--- src/rtl/borrow_skip_pkg.sv ---
// Shared types and slice geometry for the borrow-skip subtractor.
// No logic here: state encoding and slice/group widths only.
package borrow_skip_pkg;
  localparam int SLICE_W = 8;
  localparam int GROUP_W = 4;

  typedef enum logic [1:0] {
    IDLE,
    RUN,
    DONE
  } state_t;
endpackage

--- src/rtl/borrow_skip_group4.sv ---
// Combinational 4-bit borrow-skip subtract group, zero latency, no handshake.
// When every bit propagates, the group borrow-in bypasses the ripple chain.
module borrow_skip_group4
  import borrow_skip_pkg::*;
(
  input  logic [GROUP_W-1:0] a,
  input  logic [GROUP_W-1:0] b,
  input  logic               bin,
  output logic [GROUP_W-1:0] d,
  output logic               bout,
  output logic               pg
);

  logic [GROUP_W-1:0] p;
  logic [GROUP_W-1:0] g;
  logic [GROUP_W:0]   br;

  always_comb begin
    p     = ~(a ^ b);
    g     = ~a & b;
    br[0] = bin;
    for (int i = 0; i < GROUP_W; i++) begin
      br[i+1] = g[i] | (p[i] & br[i]);
    end
    d    = a ^ b ^ br[GROUP_W-1:0];
    pg   = &p;
    bout = pg ? bin : br[GROUP_W];
  end

endmodule

--- src/rtl/borrow_skip_subtractor.sv ---
// Multi-cycle a - b - bin, one 8-bit slice per cycle; accept-to-out_valid is N+1 cycles.
// Result is held with out_valid until out_ready; no new operands are taken until then.
module borrow_skip_subtractor
  import borrow_skip_pkg::*;
#(
  parameter int WIDTH = 32
) (
  input  logic             clk,
  input  logic             rst,
  input  logic             in_valid,
  output logic             in_ready,
  input  logic [WIDTH-1:0] a,
  input  logic [WIDTH-1:0] b,
  input  logic             bin,
  output logic             out_valid,
  input  logic             out_ready,
  output logic [WIDTH-1:0] diff,
  output logic             bout,
  output logic             zero,
  output logic             ovf
);

  localparam int N = WIDTH / SLICE_W;
  localparam int IDX_W = (N > 1) ? $clog2(N) : 1;
  localparam logic [IDX_W-1:0] LAST_IDX = IDX_W'(N - 1);

  state_t             state_q, state_d;
  logic [IDX_W-1:0]   idx_q, idx_d;
  logic [WIDTH-1:0]   a_q, a_d;
  logic [WIDTH-1:0]   b_q, b_d;
  logic               br_q, br_d;
  logic [WIDTH-1:0]   acc_q, acc_d;
  logic [WIDTH-1:0]   diff_q, diff_d;
  logic               bout_q, bout_d;
  logic               zero_q, zero_d;
  logic               ovf_q, ovf_d;
  logic               out_valid_q, out_valid_d;

  logic [SLICE_W-1:0] a_sl, b_sl, d_sl;
  logic               br_mid, br_hi, pg_lo, pg_hi, br_slice;
  logic [WIDTH-1:0]   acc_full;

  always_comb begin
    a_sl = '0;
    b_sl = '0;
    for (int s = 0; s < N; s++) begin
      if (idx_q == IDX_W'(s)) begin
        a_sl = a_q[s*SLICE_W +: SLICE_W];
        b_sl = b_q[s*SLICE_W +: SLICE_W];
      end
    end
  end

  borrow_skip_group4 u_grp_lo (
    .a    (a_sl[GROUP_W-1:0]),
    .b    (b_sl[GROUP_W-1:0]),
    .bin  (br_q),
    .d    (d_sl[GROUP_W-1:0]),
    .bout (br_mid),
    .pg   (pg_lo)
  );

  borrow_skip_group4 u_grp_hi (
    .a    (a_sl[SLICE_W-1:GROUP_W]),
    .b    (b_sl[SLICE_W-1:GROUP_W]),
    .bin  (br_mid),
    .d    (d_sl[SLICE_W-1:GROUP_W]),
    .bout (br_hi),
    .pg   (pg_hi)
  );

  // Second skip level: a fully propagating slice passes the incoming borrow straight out.
  assign br_slice = (pg_lo & pg_hi) ? br_q : br_hi;

  always_comb begin
    acc_full = acc_q;
    for (int s = 0; s < N; s++) begin
      if (idx_q == IDX_W'(s)) begin
        acc_full[s*SLICE_W +: SLICE_W] = d_sl;
      end
    end
  end

  always_comb begin
    state_d     = state_q;
    idx_d       = idx_q;
    a_d         = a_q;
    b_d         = b_q;
    br_d        = br_q;
    acc_d       = acc_q;
    diff_d      = diff_q;
    bout_d      = bout_q;
    zero_d      = zero_q;
    ovf_d       = ovf_q;
    out_valid_d = out_valid_q;
    case (state_q)
      IDLE: begin
        if (in_valid) begin
          a_d     = a;
          b_d     = b;
          br_d    = bin;
          idx_d   = '0;
          state_d = RUN;
        end
      end
      RUN: begin
        acc_d = acc_full;
        br_d  = br_slice;
        if (idx_q == LAST_IDX) begin
          state_d     = DONE;
          out_valid_d = 1'b1;
          diff_d      = acc_full;
          bout_d      = br_slice;
          zero_d      = (acc_full == '0);
          ovf_d       = (a_q[WIDTH-1] != b_q[WIDTH-1]) & (acc_full[WIDTH-1] != a_q[WIDTH-1]);
        end else begin
          idx_d = idx_q + 1'b1;
        end
      end
      DONE: begin
        if (out_ready) begin
          state_d     = IDLE;
          out_valid_d = 1'b0;
        end
      end
      default: state_d = IDLE;
    endcase
  end

  always_ff @(posedge clk) begin
    if (rst) begin
      state_q     <= IDLE;
      idx_q       <= '0;
      a_q         <= '0;
      b_q         <= '0;
      br_q        <= 1'b0;
      acc_q       <= '0;
      diff_q      <= '0;
      bout_q      <= 1'b0;
      zero_q      <= 1'b0;
      ovf_q       <= 1'b0;
      out_valid_q <= 1'b0;
    end else begin
      state_q     <= state_d;
      idx_q       <= idx_d;
      a_q         <= a_d;
      b_q         <= b_d;
      br_q        <= br_d;
      acc_q       <= acc_d;
      diff_q      <= diff_d;
      bout_q      <= bout_d;
      zero_q      <= zero_d;
      ovf_q       <= ovf_d;
      out_valid_q <= out_valid_d;
    end
  end

  assign in_ready  = (state_q == IDLE);
  assign out_valid = out_valid_q;
  assign diff      = diff_q;
  assign bout      = bout_q;
  assign zero      = zero_q;
  assign ovf       = ovf_q;

endmodule

--- config.mk ---
export PLATFORM = sky130hd
export DESIGN_NAME = borrow_skip_subtractor
export DESIGN_NICKNAME = d
export VERILOG_FILES = /design/src/rtl/borrow_skip_pkg.sv /design/src/rtl/borrow_skip_group4.sv /design/src/rtl/borrow_skip_subtractor.sv
export SDC_FILE = /design/constraint.sdc
export NUM_CORES = 1
export LEC_CHECK = 0
export ABC_AREA = 1
export BUFFER_PORTS_ARGS = -buffer_cell sky130_fd_sc_hd__buf_2
export CAP_MARGIN = 10
export CORE_MARGIN = 2
export CORE_UTILIZATION = 45
export DETAILED_ROUTE_END_ITERATION = 16
export HOLD_SLACK_MARGIN = 0.02
export PLACE_DENSITY = 0.64
export SYNTH_ARGS = -nofsm -noshare
export SYNTH_HDL_FRONTEND = slang
export SYNTH_SLANG_ARGS = --single-unit
--- constraint.sdc ---
create_clock -name clk -period 6.4 [get_ports clk]
set_input_delay 1.28 -clock clk [delete_from_list [all_inputs] [get_ports clk]]
set_output_delay 1.28 -clock clk [all_outputs]
set_load 0.1 [all_outputs]
==> impl_metrics.toml, run 1 <==
[status]
status = "finished clean"

[power_and_ir_drop]
p_leak_nw = 3.305
ir_drop_uv = 178.1
fin_total_pwr_mw = 2.551
p_per_area_mw_per_mm2 = 355.4

[timing]
setup_ws_ns = 0.4955
slew_viol_final = 0
relSlewSlack = 0.4595
period_needed_ns = 5.904
fin_tns_setup_ns = 0
rsz0062_at_grt = "false"
worst_pin_slew_ns = 0.8108
fin_skew_ns = 0.004743
finalSetupViolations = 0
finalHoldViolations = 0
clock.fmax_mhz = 169.4
min_period_over_period = 0.9226

[route]
drt_pass1_iterations = 4
vias_per_cell = 4.921
ant_nets = 0
drt-wirelength-per-cell_um = 13.56
routed_wl_um = 14810
drc = 0
dr_total_vias = 5374
drt_first_iter_violations = 335

[synthesis]
post_synth_num_cell_types = 35
synth_top_area_share = 0.4394
syn-cell-area_mm2 = 0.006015
synth_flop_cell = "dfxtp_1"
synth-seq-cells = 132
synth_common_cells = "nor2_1, dfxtp_1, nand2_1"
synth_fp_nets = 910
yosysMostFrequentCell = "nor2_1"
async_flop_share = 0
yosysWarnings = 0
synth_area_per_cell_um2 = 7.326
synth_area_leaders = "dfxtp_1, nor2_1, a21oi_1, o21ai_0, nand2_1"
synth_cells = 821
synth_edf_count = 0
ys_seq_area_frac = 0.4394
yosys.area.top_type = "dfxtp_1"

[placement]
portBuffers = 105
post-place-ws_ns = 0.4707
placed_cell_area_mm2 = 0.006561
place_hpwl_um = 10380
place.gp.congestion = 0.8606

[run]
max_cap_viol_count = 0

[clock_network]
hold_buffers = 0
cts_buffer_depth = 2
worstSkewPairLatency_ns = 0.42
clock-sinks = 132
cts-buffers-inserted = 17
cts_tree = "yes"
cts-resized-gates = 0
clk_pin_slew_worst_paths_ns = 0.06
cts_max_level = 4
postCtsSetupBuffers = 0
root_buffer = "clkbuf_16"

[worst_setup_path]
required_ns = 6.76
worstPathArrival_ns = 6.26
cp-start-kind = "register"
r2r_start = "idx_q[0]"
cp-end-kind = "register"
crit_start = "idx_q[0]"
worstSetupPathType = "reg -> reg"
path_max_fanout = 10

[floorplanning]
die_w_um = 119.6
io_pins = 106
start_util = 0.4578
coreArea_mm2 = 0.01314
die_area_mm2 = 0.01431
row_count = 42
die_y_um = 119.6

[min_path]
hp-class = "reg -> reg"
hp-start = "diff[24]"

[global_routing]
grt_max_degree = 101
antenna_found_initial = 0
grt_pass1_vias = 4945
grt-ovfl-total = 0
grt_usage = 0.2164
grt_pass1_wl_um = 24420

[cells_and_area]
area_growth_pct = 19.33
fin_nets = 993
final_layout_size_suffix_gt1_frac = 0.1812
n_antenna_cell = 0
fin_util = 0.5463
design_area_mm2 = 0.007177
state kept, by name, indices dropped and copies added, names as in the netlist:
| name | cells |
|---|---|
| diff | 32 |
| br_q | 1 |
| state_q | 2 |
| zero | 1 |
| out_valid | 1 |
| a_q | 32 |
| ovf | 1 |
| idx_q | 2 |
| acc_q | 27 |
| bout | 1 |
| b_q | 32 |
cell type report:
type / count / area [um^2]
Timing Repair Buffer: 118 / 623.1
Clock inverter: 10 / 155.1
Fill cell: 1318 / 5961
Multi-Input combinational cell: 558 / 2785
Tap cell: 176 / 220.2
Sequential cell: 132 / 2643
Clock buffer: 21 / 460.4
Inverter: 77 / 290.3
worst max-delay path, cell delays in order, from the launching register on:
cell and delay [ns]:
dfxtp_1 0.37, ha_1 0.43, inv_2 0.17, o21ai_0 0.36, fa_1 0.23, inv_1 0.05
fa_1 0.42, fa_1 0.48, fa_1 0.43, nand2_1 0.09, nand2_1 0.08, fa_1 0.45
fa_1 0.47, fa_1 0.45, fa_1 0.49, inv_1 0.14, nand2_1 0.06, o21ai_0 0.13
nand2_1 0.08, nor2_1 0.10, nand2_1 0.06, nor2_1 0.10, nand2_1 0.07, a21oi_2 0.10
through the flow:
step | hold WS, ns | cells
floorplan | 0.4256 | 821
global placement | 0.4343 | 1061
detailed placement | 0.4333 | 1061
CTS | 0.4481 | 1092
global route | 0.4668 | 1092
finish | 0.4437 | 1092
worst paths after layout:
check / to / slack [ns] / cells past startpoint
min reg2reg: diff[24] / 0.44 / 2
max: zero / 0.50 / 23
min: diff[24] / 0.44 / 2
max reg2reg: zero / 0.50 / 23
layer usage:
| layer | GRT usage | vias up | routed length, um |
|---|---|---|---|
| li1 | - | 2817 | - |
| met1 | 0.2956 | 2405 | 7175 |
| met2 | 0.3364 | 134 | 6640 |
| met3 | 0.04468 | 18 | 723 |
| met4 | 0.08529 | 0 | 265 |
| met5 | 0 | - | 0 |
cells in the final DEF, fill, tap and decap left out, types with 2 or more instances in the layout:
cell / n
nor2_1: 162
dfxtp_1: 132
nand2_1: 105
buf_2: 105
a21oi_1: 103
o21ai_0: 85
inv_1: 70
o21ai_1: 30
clkbuf_16: 17
nand3_1: 13
buf_4: 13
ha_1: 12
o21a_1: 10
fa_1: 8
inv_2: 6
clkinv_2: 5
o31ai_1: 5
a22oi_2: 5
bufinv_16: 4
a22oi_1: 3
nor2_2: 2
a31oi_1: 2
nand2_2: 2
o211ai_1: 2
clkbuf_1: 2
clkinvlp_4: 2
clkbuf_8: 2
power by group:
group	total [mW]	internal (mW)	switching, mW
sequential	0.912	0.880	0.0313
combinational	0.624	0.204	0.419
clock	1.02	0.666	0.349
total	2.55	1.75	0.800
kinds of logic after synthesis:
| family | Yosys count | share of synthesized area |
|---|---|---|
| DFF | 132 | 0.4394 |
| and+or+nand+nor | 290 | 0.1887 |
| AOI/OAI and AO/OA | 248 | 0.2228 |
| adders and majority gates | 20 | 0.05159 |
| buffers and inverters | 131 | 0.09756 |
Note: power is estimated with default switching activity, not from simulation.
==> run 2: changes to the inputs <==
Settings changed: ABC_AREA 1 to default.
==> run 2 against run 1 <==
Against the previous run: critical endpoint unchanged; die area rose by 3.2%; hold slack improved by 0.0057 ns; critical path depth fell by 1; clock skew rose by 0.0031 ns; sequential power fell by 2.5%; register-to-register slack got worse by 0.18 ns; synthesized cell count fell by 9.7%; core utilization fell by 0.092 points.
==> impl_metrics.toml, run 2 <==
[status]
status = "finished clean"

[route]
ant_nets = 0
vias_per_cell = 5.308
routed_wl_um = 15670
drt-wirelength-per-cell_um = 15.71
drc = 0
drt_first_iter_violations = 339
dr_total_vias = 5297
drt_pass1_iterations = 4

[synthesis]
yosysMostFrequentCell = "nand2_1"
synth_area_leaders = "dfxtp_1, nand2_1, a21oi_1, mux2i_1, nor2_1"
synth-seq-cells = 132
async_flop_share = 0
synth_area_per_cell_um2 = 8.384
synth_common_cells = "nand2_1, dfxtp_1, a21oi_1"
synth_fp_nets = 830
synth_cells = 741
synth_edf_count = 0
yosys.area.top_type = "dfxtp_1"
synth_top_area_share = 0.4254
synth_flop_cell = "dfxtp_1"
syn-cell-area_mm2 = 0.006212
ys_seq_area_frac = 0.4254
post_synth_num_cell_types = 43
yosysWarnings = 0

[floorplanning]
coreArea_mm2 = 0.01335
start_util = 0.4654
die_y_um = 121.5
row_count = 42
die_area_mm2 = 0.01476
io_pins = 106
die_w_um = 121.5

[cells_and_area]
n_antenna_cell = 0
layout_commonest_cell = "nand2_1"
final_layout_size_suffix_gt1_frac = 0.2117
fin_util = 0.5454
design_area_mm2 = 0.007279
mostFrequentLayoutCells = "nand2_1, dfxtp_1, a21oi_1, buf_2, nor2_1"
area_growth_pct = 17.18
fin_nets = 901

[power_and_ir_drop]
ir_drop_uv = 193.6
p_per_area_mw_per_mm2 = 298.7
p_leak_nw = 3.132

[placement]
placed_cell_area_mm2 = 0.006749
portBuffers = 105
place_hpwl_um = 10950
place.gp.congestion = 0.8594

[timing]
slew_viol_final = 0
fin_skew_ns = 0.007873
clock.fmax_mhz = 164.3
worst_pin_slew_ns = 1.153
finalSetupViolations = 0
finalHoldViolations = 0
min_period_over_period = 0.9509
period_needed_ns = 6.086
relSlewSlack = 0.2314

[min_path]
hp-class = "reg -> reg"

[global_routing]
grt-ovfl-total = 0
grt_usage = 0.2235
grt_pass1_vias = 5039
grt_pass1_wl_um = 25650
antenna_found_initial = 0
grt_max_degree = 78

[clock_network]
clk_pin_slew_worst_paths_ns = 0.06
clock-sinks = 132
cts_buffer_depth = 2
hold_buffers = 0
cts-buffers-inserted = 17
worstSkewPairLatency_ns = 0.42
root_buffer = "clkbuf_16"
cts_tree = "yes"
cts_max_level = 4

[worst_setup_path]
worstSetupPathType = "reg -> reg"
required_ns = 6.76
cp-end-kind = "register"
cp-start-kind = "register"
path_max_fanout = 15
worstPathArrival_ns = 6.45

[run]
max_cap_viol_count = 0
run 2: final cells by class:
type                       instances  area, um^2
tap                              176       220.2
inverter                           6       22.52
sequential                       132        2643
clock buffer                      23       467.9
multi-input combinational        536        3261
timing repair buffer             119       633.1
clock inverter                     6       32.53
fill                            1286        6068
run 2: logic make-up (layout without fill, tap and decap cells):
family                   after synthesis  after routing  share of synthesized area
multiplexers                          45             45                    0.07251
AND/OR/NAND/NOR                      299            299                     0.2129
buffers and inverters                 73            154                    0.05660
flip-flops                           132            132                     0.4254
AO/OA/AOI/OAI                        172            172                     0.1827
adder cells (fa/ha/maj)               20             20                    0.04995
run 2: final timing paths:
kind / from / to / slack (ns) / cells past startpoint
max reg2reg: idx_q[1] / zero / 0.31 / 22
min: diff[26] / diff[26] / 0.45 / 2
max: idx_q[1] / zero / 0.31 / 22
min reg2reg: diff[26] / diff[26] / 0.45 / 2
run 2: report_power, final:
group | switching, mW | internal (mW)
registers | 0.0290 | 0.860
clock network | 0.339 | 0.504
logic | 0.279 | 0.164
total | 0.647 | 1.53
run 2: through the flow:
stage / worst slack [ns] / hold WS [ns] / setup TNS, ns / power, mW / std cells
after floorplan: 0.3130 / 0.4318 / 0 / 1.197 / 741
after global placement: 0.2744 / 0.4401 / 0 / 1.324 / 969
after detailed placement: 0.1721 / 0.4444 / 0 / 1.335 / 969
after CTS: 0.1244 / 0.4519 / 0 / 2.175 / 998
after global routing: -0.04147 / 0.4694 / -0.04147 / 2.273 / 998
final: 0.3141 / 0.4494 / 0 / 2.174 / 998
run 2: worst max-delay path, stage by stage, from the launching register on:
cell and delay [ns]:
dfxtp_1 0.38, inv_1 0.08, ha_2 0.22, buf_4 0.19
nand3b_1 0.18, a21oi_2 0.15, a21oi_1 0.07, o21ai_2 0.16
fa_1 0.18, inv_1 0.05, fa_1 0.42, fa_1 0.46
fa_1 0.45, mux2i_2 0.20, inv_1 0.09, fa_1 0.46
fa_1 0.46, fa_1 0.46, fa_1 0.49, buf_4 0.20
o32a_1 0.19, nor4_2 0.28, a31o_1 0.19
run 2: what timing repair did:
action | CTS | global route
endpoints found under the setup margin | 0 | 4
setup buffers | 0 | 0
resized for setup | 0 | 8
run 2: per-layer routing:
layer	wire length [um]	vias up	share of wire	global-route usage
li1	-	2660	-	-
met1	7262	2465	0.46	0.3022
met2	7285	150	0.46	0.3490
met3	867	22	0.055	0.05075
met4	259	0	0.017	0.08261
met5	0	-	0	0
